**src/rtl/link_sched_pkg.sv**
```systemverilog
// Shared link word definitions: control words, header layout and scheduler state encoding.
// The link receiver imports this package too, so both ends agree on the wire format.
package link_sched_pkg;

  localparam logic [15:0] IDLE_WORD  = 16'h50BC;
  localparam logic [15:0] TRIG_WORD  = 16'h001C;
  localparam logic [15:0] ABORT_WORD = 16'h00FE;

  localparam int HDR_FLAG_BIT = 15;
  localparam int HDR_LEN_LSB  = 0;
  localparam int HDR_LEN_W    = 12;

  typedef logic [HDR_LEN_W-1:0] hdr_len_t;

  typedef enum logic [1:0] {
    S_IDLE = 2'd0,
    S_HDR  = 2'd1,
    S_GAP  = 2'd2,
    S_DATA = 2'd3
  } state_t;

  function automatic hdr_len_t hdr_len(input logic [15:0] w);
    return w[HDR_LEN_LSB +: HDR_LEN_W];
  endfunction

  function automatic logic [15:0] make_hdr(input hdr_len_t len);
    logic [15:0] w;
    w = '0;
    w[HDR_FLAG_BIT] = 1'b1;
    w[HDR_LEN_LSB +: HDR_LEN_W] = len;
    return w;
  endfunction

endpackage

```
**src/rtl/link_sched_rr_pick.sv**
```systemverilog
// Round-robin pick: lowest-numbered requester at or above ptr, wrapping modulo NCH.
module rr_pick
  import link_sched_pkg::*;
#(
  parameter int NCH = 16,
  parameter int PW  = 4
) (
  input  logic [NCH-1:0] req,
  input  logic [PW-1:0]  ptr,
  output logic [PW-1:0]  grant,
  output logic           any
);

  localparam logic [PW:0] NCH_W = (PW+1)'(NCH);

  logic [PW:0] idx;

  // Scan from the farthest candidate back to ptr so the nearest requester wins.
  always_comb begin
    grant = '0;
    any   = 1'b0;
    idx   = '0;
    for (int i = NCH - 1; i >= 0; i--) begin
      idx = {1'b0, ptr} + (PW+1)'(i);
      if (idx >= NCH_W) idx = idx - NCH_W;
      if (req[idx[PW-1:0]]) begin
        grant = idx[PW-1:0];
        any   = 1'b1;
      end
    end
  end

endmodule

```
**src/rtl/link_sched.sv**
```systemverilog
// Link scheduler: packetises channel words onto a single 16-bit link with round-robin
// channel selection, trigger injection between packets and stall-timeout abort.
module link_sched
  import link_sched_pkg::*;
#(
  parameter int NCH  = 16,
  parameter int TOUT = 1023
) (
  input  logic              clk,
  input  logic              rst_n,
  input  logic [16*NCH-1:0] data,
  input  logic [NCH-1:0]    req,
  output logic [NCH-1:0]    ack,
  input  logic              trigger,
  output logic [15:0]       dout,
  output logic              kchar
);

  localparam int PW = (NCH > 1) ? $clog2(NCH) : 1;
  localparam int SW = (TOUT > 1) ? $clog2(TOUT) : 1;
  localparam logic [PW-1:0] LAST_CH   = PW'(NCH - 1);
  localparam logic [SW-1:0] STALL_LIM = SW'(TOUT - 1);

  state_t        state_q, state_d;
  logic [PW-1:0] ptr_q, ptr_d;
  logic [PW-1:0] gnt_q, gnt_d;
  hdr_len_t      cnt_q, cnt_d;
  logic          gap_q, gap_d;
  logic [SW-1:0] stall_q, stall_d;
  logic          pending_q, pending_d;
  logic [15:0]   dout_q, dout_d;
  logic          kchar_q, kchar_d;

  logic [PW-1:0] pick_g;
  logic          pick_any;
  logic [15:0]   word_g;
  logic [PW-1:0] next_ptr;

  rr_pick #(
    .NCH (NCH),
    .PW  (PW)
  ) u_rr_pick (
    .req   (req),
    .ptr   (ptr_q),
    .grant (pick_g),
    .any   (pick_any)
  );

  assign word_g   = data[16*gnt_q +: 16];
  assign next_ptr = (gnt_q == LAST_CH) ? '0 : gnt_q + 1'b1;

  // ack is decoded straight from state so the word it pops is registered onto dout
  // on the same edge, making dout trail its ack by exactly one cycle.
  always_comb begin
    ack = '0;
    if (state_q == S_HDR || (state_q == S_DATA && req[gnt_q])) ack[gnt_q] = 1'b1;
  end

  always_comb begin
    state_d   = state_q;
    ptr_d     = ptr_q;
    gnt_d     = gnt_q;
    cnt_d     = cnt_q;
    gap_d     = gap_q;
    stall_d   = stall_q;
    pending_d = pending_q | trigger;
    dout_d    = IDLE_WORD;
    kchar_d   = 1'b1;

    case (state_q)
      S_IDLE: begin
        if (pending_q) begin
          dout_d    = TRIG_WORD;
          pending_d = 1'b0;
        end else if (pick_any) begin
          gnt_d   = pick_g;
          state_d = S_HDR;
        end
      end

      S_HDR: begin
        dout_d  = word_g;
        kchar_d = 1'b0;
        cnt_d   = hdr_len(word_g);
        stall_d = '0;
        gap_d   = 1'b0;
        if (hdr_len(word_g) == '0) begin
          ptr_d   = next_ptr;
          state_d = S_IDLE;
        end else begin
          state_d = S_GAP;
        end
      end

      // Two quiet cycles give the source time to refresh data/req after its pop.
      S_GAP: begin
        if (gap_q) begin
          gap_d   = 1'b0;
          state_d = S_DATA;
        end else begin
          gap_d = 1'b1;
        end
      end

      S_DATA: begin
        if (req[gnt_q]) begin
          dout_d  = word_g;
          kchar_d = 1'b0;
          cnt_d   = cnt_q - 1'b1;
          stall_d = '0;
          gap_d   = 1'b0;
          if (cnt_q > hdr_len_t'(1)) begin
            state_d = S_GAP;
          end else begin
            ptr_d   = next_ptr;
            state_d = S_IDLE;
          end
        end else if (stall_q == STALL_LIM) begin
          dout_d  = ABORT_WORD;
          stall_d = '0;
          ptr_d   = next_ptr;
          state_d = S_IDLE;
        end else begin
          stall_d = stall_q + 1'b1;
        end
      end

      default: state_d = S_IDLE;
    endcase
  end

  always_ff @(posedge clk or negedge rst_n) begin
    if (!rst_n) begin
      state_q   <= S_IDLE;
      ptr_q     <= '0;
      gnt_q     <= '0;
      cnt_q     <= '0;
      gap_q     <= 1'b0;
      stall_q   <= '0;
      pending_q <= 1'b0;
      dout_q    <= IDLE_WORD;
      kchar_q   <= 1'b1;
    end else begin
      state_q   <= state_d;
      ptr_q     <= ptr_d;
      gnt_q     <= gnt_d;
      cnt_q     <= cnt_d;
      gap_q     <= gap_d;
      stall_q   <= stall_d;
      pending_q <= pending_d;
      dout_q    <= dout_d;
      kchar_q   <= kchar_d;
    end
  end

  assign dout  = dout_q;
  assign kchar = kchar_q;

endmodule

```
**config.mk**
```make
export PLATFORM = sky130hd
export DESIGN_NAME = link_sched
export DESIGN_NICKNAME = d
export VERILOG_FILES = /design/src/rtl/link_sched_pkg.sv /design/src/rtl/link_sched_rr_pick.sv /design/src/rtl/link_sched.sv
export SDC_FILE = /design/constraint.sdc
export NUM_CORES = 1
export LEC_CHECK = 0
export ABC_CLOCK_PERIOD_IN_PS = 5070
export CAP_MARGIN = 25
export CORE_ASPECT_RATIO = 1.5
export CORE_MARGIN = 2
export CORE_UTILIZATION = 28
export DETAILED_ROUTE_END_ITERATION = 8
export DONT_BUFFER_PORTS = 1
export PLACE_DENSITY = 0.44
export SETUP_SLACK_MARGIN = 0.3
export SLEW_MARGIN = 10
export SYNTH_ARGS = -nofsm -noshare
export SYNTH_HDL_FRONTEND = slang
export SYNTH_SLANG_ARGS = --single-unit
```
**constraint.sdc**
```tcl
create_clock -name clk -period 5.07 [get_ports clk]
set_input_delay 0 -clock clk [delete_from_list [all_inputs] [get_ports clk]]
set_output_delay 0 -clock clk [all_outputs]
set_load 0.05 [all_outputs]
```
# Word level (Yosys, flattened, before mapping)
# Index checks and enable logic that the tools add are counted.
[word_totals] register_bits=51 inputBits=275 out_inout_bits=33
[op_classes] shifts=1 n_eq_ne=12 bitwise_logic=2 n_reduce_logical=12 mux=115 addsub=34 magnitude_cmp=35
[op_table] op="$shiftx 256x9->16" n=1
[op_table] op="$mux 4" n=37
[op_table] op="$lt 4x5->1 const B" n=17
[op_table] op="$ge 5x5->1 const B" n=15
[op_table] op="$bmux 1 s4" n=17
[op_table] op="$sub 4x1->4 const B" n=16
[op_table] op="$pmux 16 s3" n=1
[op_table] op="$add 4x4->5 const B" n=8
[op_table] op="$mux 1" n=39
[op_table] op="$mux 16" n=2
[op_table] op="$mux 15" n=2
[op_table] op="$pmux 12 s2" n=1
[op_table] op="$add 4x3->5 const B" n=4
[op_table] op="$mux 10" n=2
[op_table] op="$pmux 10 s2" n=1
[op_table] op="$mux 2" n=7
[op_table] op="$gt 12x1->1 const B" n=1
[op_table] op="$logic_not 12->1" n=1
[op_table] op="$mux 12" n=1
[op_table] op="$sub 12x1->12 const B" n=1
[op_table] op="$add 10x1->10 const B" n=1
[op_table] op="$add 4x2->5 const B" n=2
[op_table] op="$eq 10x10->1 const B" n=1
[op_table] op="$pmux 2 s4" n=1
[op_table] op="25 further kinds" n=32

# Logic depth before layout (Yosys ltp)
# Gate-level depths: netlist of run 1.
[depth] word_depth=24 ltp_mapped=15

# By module
# From an unflattened synthesis of run 1, not the netlist that was laid out.
[hier_totals] hier_cells=678 area_unflattened_um2=7071.8
[by_module_without_submodules] module="link_sched" cells_per_inst=421 seq_area_each_um2=1286.2 n_inst=1 area_per_inst_um2=4687.0
[by_module_without_submodules] module="rr_pick" cells_per_inst=257 seq_area_each_um2=0.0 n_inst=1 area_per_inst_um2=2384.8

# Worst setup path after synthesis of run 1
# Ideal clock, no wire load.
[synth_timing] path_type="reg2reg" from="register ptr_q[1]" to="register gnt_q[1]" path_slack_ps=1187 stages_incl_launch_ff=13 period_less_slack_ps=3883 setup_ps=66 t_arrival_ps=3817 required_time_ps=5004 path_cell_list="dfrtp_1 -> clkbuf_1 -> inv_2 -> ha_1 -> buf_1 -> mux2_1 -> mux4_2 -> mux2i_1 -> nand2b_1 -> a21oi_1 -> a2111o_1 -> a311o_1 -> nand2_1"
[synth_between] elab_chain_len=22 elab_cells_between_ends=128 classes_between="31 x add/sub; 16 x order compare; 80 x mux; 1 x reduce/logical"
[synth_rtl] item="from (decl)" line_no="link_sched.sv:25" source="logic [PW-1:0] ptr_q, ptr_d;"
[synth_rtl] item="from (signal assigned)" line_no="link_sched.sv:145" source="ptr_q <= ptr_d;"
[synth_rtl] item="$add 4x4->5" line_no="link_sched_rr_pick.sv:24" source="idx = {1'b0, ptr} + (PW+1)'(i);"
[synth_rtl] item="$sub 4x1->4 / $ge 5x5->1 (equally long branches)" line_no="link_sched_rr_pick.sv:25" source="if (idx >= NCH_W) idx = idx - NCH_W;"
[synth_rtl] item="$mux 4" line_no="link_sched_rr_pick.sv:25"
[synth_rtl] item="$bmux 1 s4" line_no="link_sched_rr_pick.sv:26" source="if (req[idx[PW-1:0]]) begin"
[synth_rtl] item="$mux 1 (implied by the code)" line_no="link_sched_rr_pick.sv:26"
[synth_rtl] item="$mux 1 (16 in series)" line_no="link_sched_rr_pick.sv:26"
[synth_rtl] item="$reduce_and 3->1 (no line)"
[synth_rtl] item="to (signal assigned)" line_no="link_sched.sv:146" source="gnt_q <= gnt_d;"
[synth_rtl] item="to (decl)" line_no="link_sched.sv:26" source="logic [PW-1:0] gnt_q, gnt_d;"
# Parallel ways exist; a longest one is shown, timed or not. The select of a mux whose other input is x is not followed.
# A chain may end at the register's enable or synchronous reset.

# Worst setup path after layout of run 1
[layout_timing] from="register ptr_q[0]" to="register gnt_q[2]"
# The elaborated chain is that of the path after synthesis.

==> impl_results.md, run 1 <==
- GRT met1 Usage: 0.282
- Largest vdd supply drop: 311 uV
- Slew Viols, Final: 0
- Part of the cycle the worst path needs: 0.760
- CTS tree: built
- Clock-pin slew reported for the worst setup and hold paths after clock tree synthesis: 0.07 ns
- Maximum clock frequency: 260 MHz
- Number of cells in the finished layout apart from fillers: 973
- Worst hold-check path type: primary input to asynchronous set/reset pin
- Synth Cell Area: 6990 um2
- Fin nets: 925
- Global-route track usage on met2: 0.386
- Total of endpoints with negative setup slack in the final report: 0
- Synth Flop Type: sky130_fd_sc_hd__dfrtp_1
- Insertion delay to the later sink of the worst-skew pair: 0.30 ns
- Total of fill cells in the finished design: 2540
- Post-CTS setup repair buffer count: 0
- Number of antenna violations at the first check in global routing: 18
- Clk sink count: 51
- Required time worst endpoint: 5.24 ns
- Category of the most critical setup path: flop to flop
- Relative area change from synthesis to final layout: 8.45%
- Count of standard-cell rows: 70
- Sum of overflow across all layers after global routing: 0
- Worst setup slack before clock tree synthesis: 1.26 ns
- Pin slew with the least headroom to its limit: 0.943 ns
- Number of instances resized during post-cts repair: 0
- Worst Path Max Fanout: 15
- First-iteration detailed-routing DRC count: 557
- Fraction of layout cells with a size suffix above 1: 0.280
- Post-detailed-route wirelength per cell: 31.4 um
- Number of antenna-violating nets in the routed design: 0
- Cell Pwr Density: 867 nW/um2
- Synthesized instance count: 656
- Met3 GRT Util: 0.0742
- Number of placed I/O pins: 308
- Half-perimeter wire length of the detailed placement result: 25000 um
- DRC violations left: 0
- Clk buf depth: 2
- Finished Core Util: 0.310
- Worst Path Arrival: 4.02 ns
- Area of the core: 24400 um2
- Synthesized Nets: 946
- Clock tree skew after final layout: 0.00835 ns
- Die H: 198 um
- Port buffer count: 0
- Average cell area after synthesis: 10.7 um2
- Via count: 6211
- Via density: 6.38
- Number of detailed-route iterations in the first pass: 5
- Top area cells in the synthesized netlist: sky130_fd_sc_hd__mux4_2 37%, sky130_fd_sc_hd__dfrtp_1 15%, sky130_fd_sc_hd__mux2i_1 4.4%
- Number of buffers created by CTS: 5
- Clock root buffer: sky130_fd_sc_hd__clkbuf_16
- Initial core utilization: 0.286
- Portion of the post-synthesis area used by sequential elements: 0.184
- Global placer's final weighted congestion: 1.07
- Post-Place Cells: 949
- Top cell type's share of synthesized area: 0.374
- Final Hold Vio Count: 0
- Yosys top cell by area: sky130_fd_sc_hd__mux4_2
- Setup repair after global routing missed its margin: false
- Largest net degree at the start of global routing: 52
- Total of warnings raised by yosys: 0
- GRT Total Usage: 0.229
- Final WS setup: 1.22 ns
- Max Cap Violations: 0
- Most used routing layer in global routing: met2
- Area used by multi-input combinational logic: 5400 um2
- Post-cts hold buffer count: 3
- Chip Width: 133 um
- Number of enable-type register cells in the synthesized netlist: 0
- First-pass GRT wire length: 44700 um
- Run status: finished, final reports clean
- Crit path launch type: flop
- Commonest cells after routing, fill and taps aside: 116 x sky130_fd_sc_hd__mux4_2, 43 x sky130_fd_sc_hd__nand2_1, 42 x sky130_fd_sc_hd__nor2_1, 40 x sky130_fd_sc_hd__dfrtp_1, 34 x sky130_fd_sc_hd__a21oi_1
- Leakage power: 2.70 nW
- H-tree level count: 2
- Vias in the first global route: 6394
- Final Critical Period: 3.85 ns
- Post-Route Setup TNS: 0 ns
- Leading cell type in the layout, fill and taps excluded: sky130_fd_sc_hd__mux4_2
- Slew Limit Headroom: 0.371
- Area used by sequential logic in the layout: 1290 um2
- Share of synthesized registers carrying an async set or reset: 1.00
- Synthesis-stage register bit count: 51
- CP Capture Type: flop
- Die area: 26300 um2
- Overall routed net length: 30600 um
- Cell variety after synth: 68
-- Yosys cell counts (9+ instances only) --
cell,n
sky130_fd_sc_hd__mux4_2,116
sky130_fd_sc_hd__dfrtp_1,43
sky130_fd_sc_hd__nand2_1,43
sky130_fd_sc_hd__nor2_1,42
sky130_fd_sc_hd__a21oi_1,34
sky130_fd_sc_hd__clkbuf_1,33
sky130_fd_sc_hd__mux2i_1,31
sky130_fd_sc_hd__and3_1,18
sky130_fd_sc_hd__inv_1,17
sky130_fd_sc_hd__nor3_1,17
sky130_fd_sc_hd__o21ai_0,17
sky130_fd_sc_hd__nand3_1,16
sky130_fd_sc_hd__ha_1,15
sky130_fd_sc_hd__mux2_2,15
sky130_fd_sc_hd__o21ai_1,15
sky130_fd_sc_hd__and2_1,14
sky130_fd_sc_hd__nand2b_1,12
sky130_fd_sc_hd__o22ai_1,12
sky130_fd_sc_hd__xnor2_1,12
sky130_fd_sc_hd__buf_2,9
sky130_fd_sc_hd__mux2_1,9
-- registers in the layout, summed over array words and instances (netlist names) --
| name | count |
|---|---|
| gap_q | 1 |
| stall_q | 10 |
| dout | 16 |
| state_q | 2 |
| ptr_q | 4 |
| pending_q | 1 |
| gnt_q | 4 |
| cnt_q | 12 |
| kchar | 1 |
-- metrics by stage --
stage | total power [mW] | hold WS, ns | area (um2)
final | 6.58 | 0.236 | 7580
after global routing | 7.02 | 0.250 | 7550
after CTS | 6.55 | 0.242 | 7550
after detailed placement | 6.12 | -0.291 | 7340
after global placement | 6.10 | -0.292 | 7340
after floorplan | 4.64 | -0.296 | 6990
-- cell type report --
class	instances	share of cell area
Tap cell	324	0.0535
Clock inverter	1	0.00396
Timing Repair Buffer	22	0.0267
Sequential cell	51	0.171
Multi-Input combinational cell	533	0.712
Antenna cell	13	0.00429
Inverter	22	0.0109
Clock buffer	7	0.0175
-- per-layer routing --
layer	part of all wire	wire (um)
met3	0.10	3180
met2	0.49	15000
met5	0.0027	81
met1	0.38	11600
met4	0.025	751
-- critical path, stage by stage (launching register included) --
cell	delay [ns]
sky130_fd_sc_hd__dfrtp_1	0.36
sky130_fd_sc_hd__inv_2	0.12
sky130_fd_sc_hd__ha_1	0.73
sky130_fd_sc_hd__mux4_2	0.49
sky130_fd_sc_hd__mux2i_1	0.43
sky130_fd_sc_hd__mux2i_1	0.38
sky130_fd_sc_hd__nand3b_1	0.28
sky130_fd_sc_hd__o41ai_2	0.42
sky130_fd_sc_hd__or3_1	0.29
sky130_fd_sc_hd__a211o_1	0.13
sky130_fd_sc_hd__nand3_1	0.07
-- path summary, 6_finish.rpt --
kind | start | endpoint | slack (ns) | depth (start not counted)
max | ptr_q[0] | gnt_q[2] | 1.22 | 10
min | rst_n | cnt_q[2] | 0.24 | 2
max reg2reg | ptr_q[0] | gnt_q[2] | 1.22 | 10
min reg2reg | cnt_q[10] | cnt_q[10] | 0.52 | 2
max in group asynchronous | rst_n | dout[5] | 4.54 | 2
min in group clk | data[13] | dout[13] | 0.36 | 3
-- kinds of logic (layout without fill, tap and decap cells) --
family / Yosys count / in the layout / share of synthesized area
and+or+nand+nor: 198 / 198 / 0.144
other: 0 / 13 / 0
adders and majority gates: 15 / 15 / 0.0268
xor gates and xnor gates: 17 / 17 / 0.0224
muxes: 171 / 171 / 0.457
buffers and inverters: 72 / 52 / 0.0435
AOI/OAI and AO/OA: 132 / 132 / 0.123
DFF: 51 / 51 / 0.184
-- power by group --
group	internal (mW)	switching, mW
Clock	0.234	0.157
Combinational	2.21	2.99
Sequential	0.581	0.415
Total	3.02	3.56
(Power assumes the default switching activity.)
==> inputs of run 2 (changes only) <==
--- a/config.mk
+++ b/config.mk
@@ -5,7 +5,7 @@
 export SDC_FILE = /design/constraint.sdc
 export NUM_CORES = 1
 export LEC_CHECK = 0
-export ABC_CLOCK_PERIOD_IN_PS = 5070
+export ABC_CLOCK_PERIOD_IN_PS = 3920
 export CAP_MARGIN = 25
 export CORE_ASPECT_RATIO = 1.5
 export CORE_MARGIN = 2
==> constraint.sdc (replaced) <==
create_clock -name clk -period 3.92 [get_ports clk]
set_input_delay 0 -clock clk [delete_from_list [all_inputs] [get_ports clk]]
set_output_delay 0 -clock clk [all_outputs]
set_load 0.05 [all_outputs]
==> run 2 against run 1 <==
Cell count is 2.2% higher; total power is 30% higher; critical path type unchanged; critical endpoint unchanged; routed wire length is 3.4% lower.
==> impl_results.md, run 2 (synthesis gave the netlist of run 1 again) <==
- CP Capture Type: flop
- Post-CTS setup repair buffer count: 0 (unchanged)
- Worst Path Max Fanout: 32 (+17)
- Reg-to-reg critical path startpoint: ptr_q[0]
- Clock tree skew after final layout: 0.00318 ns (-0.00517 ns)
- Total of endpoints with negative setup slack in the final report: 0 (unchanged)
- Crit path launch type: flop
- H-tree level count: 2 (unchanged)
- Worst setup slack before clock tree synthesis: 0.276 ns (-0.988 ns)
- Total of fill cells in the finished design: 2491 (-1.9%)
- DRC violations left: 0 (unchanged)
- Category of the most critical setup path: flop to flop
- Sum of overflow across all layers after global routing: 0 (unchanged)
- Commonest cells after routing, fill and taps aside: 116 x sky130_fd_sc_hd__mux4_2, 43 x sky130_fd_sc_hd__nand2_1, 42 x sky130_fd_sc_hd__nor2_1, 40 x sky130_fd_sc_hd__dfrtp_1
- Die area: 26300 um2 (unchanged)
- Number of detailed-route iterations in the first pass: 5 (unchanged)
- Setup repair after global routing missed its margin: false
- Die H: 198 um (unchanged)
- Slew Viols, Final: 0 (unchanged)
- Leading cell type in the layout, fill and taps excluded: sky130_fd_sc_hd__mux4_2
- Global placer's final weighted congestion: 0.952 (-11%)
- Initial core utilization: 0.286 (unchanged)
- Port buffer count: 0 (unchanged)
- GRT Total Usage: 0.224 (-0.00534)
- Half-perimeter wire length of the detailed placement result: 24200 um (-2.9%)
- Vias in the first global route: 6511 (+1.8%)
- First-iteration detailed-routing DRC count: 607 (+9.0%)
- Overall routed net length: 29500 um (-3.4%)
- Fraction of layout cells with a size suffix above 1: 0.314 (+0.0342)
- Area of the core: 24400 um2 (unchanged)
- Number of antenna violations at the first check in global routing: 18 (unchanged)
- Required time worst endpoint: 4.09 ns (-1.15 ns)
- Chip Width: 133 um (unchanged)
- Relative area change from synthesis to final layout: 11.6%
- Count of standard-cell rows: 70 (unchanged)
- Pin slew with the least headroom to its limit: 0.759 ns (-0.184 ns)
- Slew Limit Headroom: 0.491 (+0.119)
- Critical Path Start: ptr_q[0]
- Number of buffers created by CTS: 5 (unchanged)
- Flip-flop count of the largest register, all copies and words added: 16 (unchanged)
- Maximum clock frequency: 286 MHz (+10%)
- Max Cap Violations: 0 (unchanged)
- Worst Path Arrival: 3.66 ns (-0.36 ns)
- Worst hold-check path type: primary input to asynchronous set/reset pin
- Number of antenna-violating nets in the routed design: 0 (unchanged)
- Post-detailed-route wirelength per cell: 29.7 um (-5.4%)
- Final Hold Vio Count: 0 (unchanged)
- Number of placed I/O pins: 308 (unchanged)
- Insertion delay to the later sink of the worst-skew pair: 0.30 ns (about the same)
- Clock-pin slew reported for the worst setup and hold paths after clock tree synthesis: 0.07 ns (about the same)
- Run status: finished, final reports clean
- Clk buf depth: 2 (unchanged)
- Via count: 6214 (+0.048%)
- Post-Route Setup TNS: 0 ns (unchanged)
- Largest vdd supply drop: 401 uV (+29%)
- Clk sink count: 51 (unchanged)
- Final Critical Period: 3.49 ns (-0.359 ns)
- Largest net degree at the start of global routing: 61 (+17%)
- Clock root buffer: sky130_fd_sc_hd__clkbuf_16
- Cell Pwr Density: 1100 nW/um2 (+27%)
- Finished Core Util: 0.319 (+0.00891)
- First-pass GRT wire length: 43900 um (-1.8%)
- Leakage power: 2.81 nW (+4.3%)
- Final WS setup: 0.427 ns (-0.791 ns)
- Via density: 6.25 (-2.1%)
- Fin nets: 945 (+2.2%)
- Part of the cycle the worst path needs: 0.891 (+0.131)
- CTS tree: built
## run 2: changes by cell type in the layout (fill, tap and decap cells not counted), sizes merged
cell / delta
bufinv: -1
clkinvlp: +2
clkbuf: -2
diode: +1
clkinv: +1
buf: +20
## run 2: routing by layer
metal  vias to the layer above  global-route usage  share of wire  wire [um]
met2                       364               0.366           0.48      14100
met1                      3114               0.265           0.37      10900
li1                       2644                   -              -          -
met5                         -                   0         0.0042        124
met4                        18              0.0892          0.041       1210
met3                        74              0.0842           0.11       3150
## run 2: cell type report
| cell class | instances | area [um2] | share of cell area |
|---|---|---|---|
| flip-flops and latches | 51 | 1290 | 0.166 |
| diodes | 14 | 35.0 | 0.00449 |
| clock buffers | 5 | 125 | 0.0160 |
| well taps | 324 | 405 | 0.0520 |
| clock inverters | 3 | 20.0 | 0.00257 |
| multi-input cells | 533 | 5440 | 0.698 |
| inverters | 22 | 85.1 | 0.0109 |
| repair buffers | 42 | 394 | 0.0505 |
## run 2: critical path, stage by stage (launching register included)
cell and delay, ns:
sky130_fd_sc_hd__dfrtp_1 0.43, sky130_fd_sc_hd__buf_12 0.25, sky130_fd_sc_hd__mux4_2 0.63, sky130_fd_sc_hd__mux4_2 0.57, sky130_fd_sc_hd__or2_1 0.29, sky130_fd_sc_hd__or3_1 0.38
sky130_fd_sc_hd__o41ai_2 0.34, sky130_fd_sc_hd__nor3_1 0.18, sky130_fd_sc_hd__o2111ai_1 0.15, sky130_fd_sc_hd__nand3_1 0.12
## run 2: report_power, final
group          switching (mW)  internal (mW)
combinational            3.82           3.06
sequential              0.496          0.753
clock                   0.207          0.236
## run 2: timing repair
action	in CTS	in global routing
resized for setup	4	9
endpoints found under the hold margin	52	0
pin swaps	0	0
hold buffers	3	0
setup endpoints to repair	10	13
## run 2: path summary, 6_finish.rpt
check                      cells past startpoint   endpoint  slack [ns]
setup / recovery                               9   gnt_q[2]        0.43
hold / removal                                 2   cnt_q[0]        0.22
setup reg to reg                               9   gnt_q[2]        0.43
hold reg to reg                                2  cnt_q[10]        0.54
max in group asynchronous                      2   dout[14]        3.41
min in group clk                               3   dout[13]        0.34
## run 2: stage by stage
step	cell area, um2	hold slack [ns]	total power, mW	std cells
5_1_grt	7770	0.250	9.16	980
3_5_place_dp	7520	-0.292	7.97	969
3_3_place_gp	7520	-0.293	7.89	969
6_report	7800	0.218	8.57	994
2_1_floorplan	7000	-0.296	6.02	656
4_1_cts	7720	0.232	8.47	980
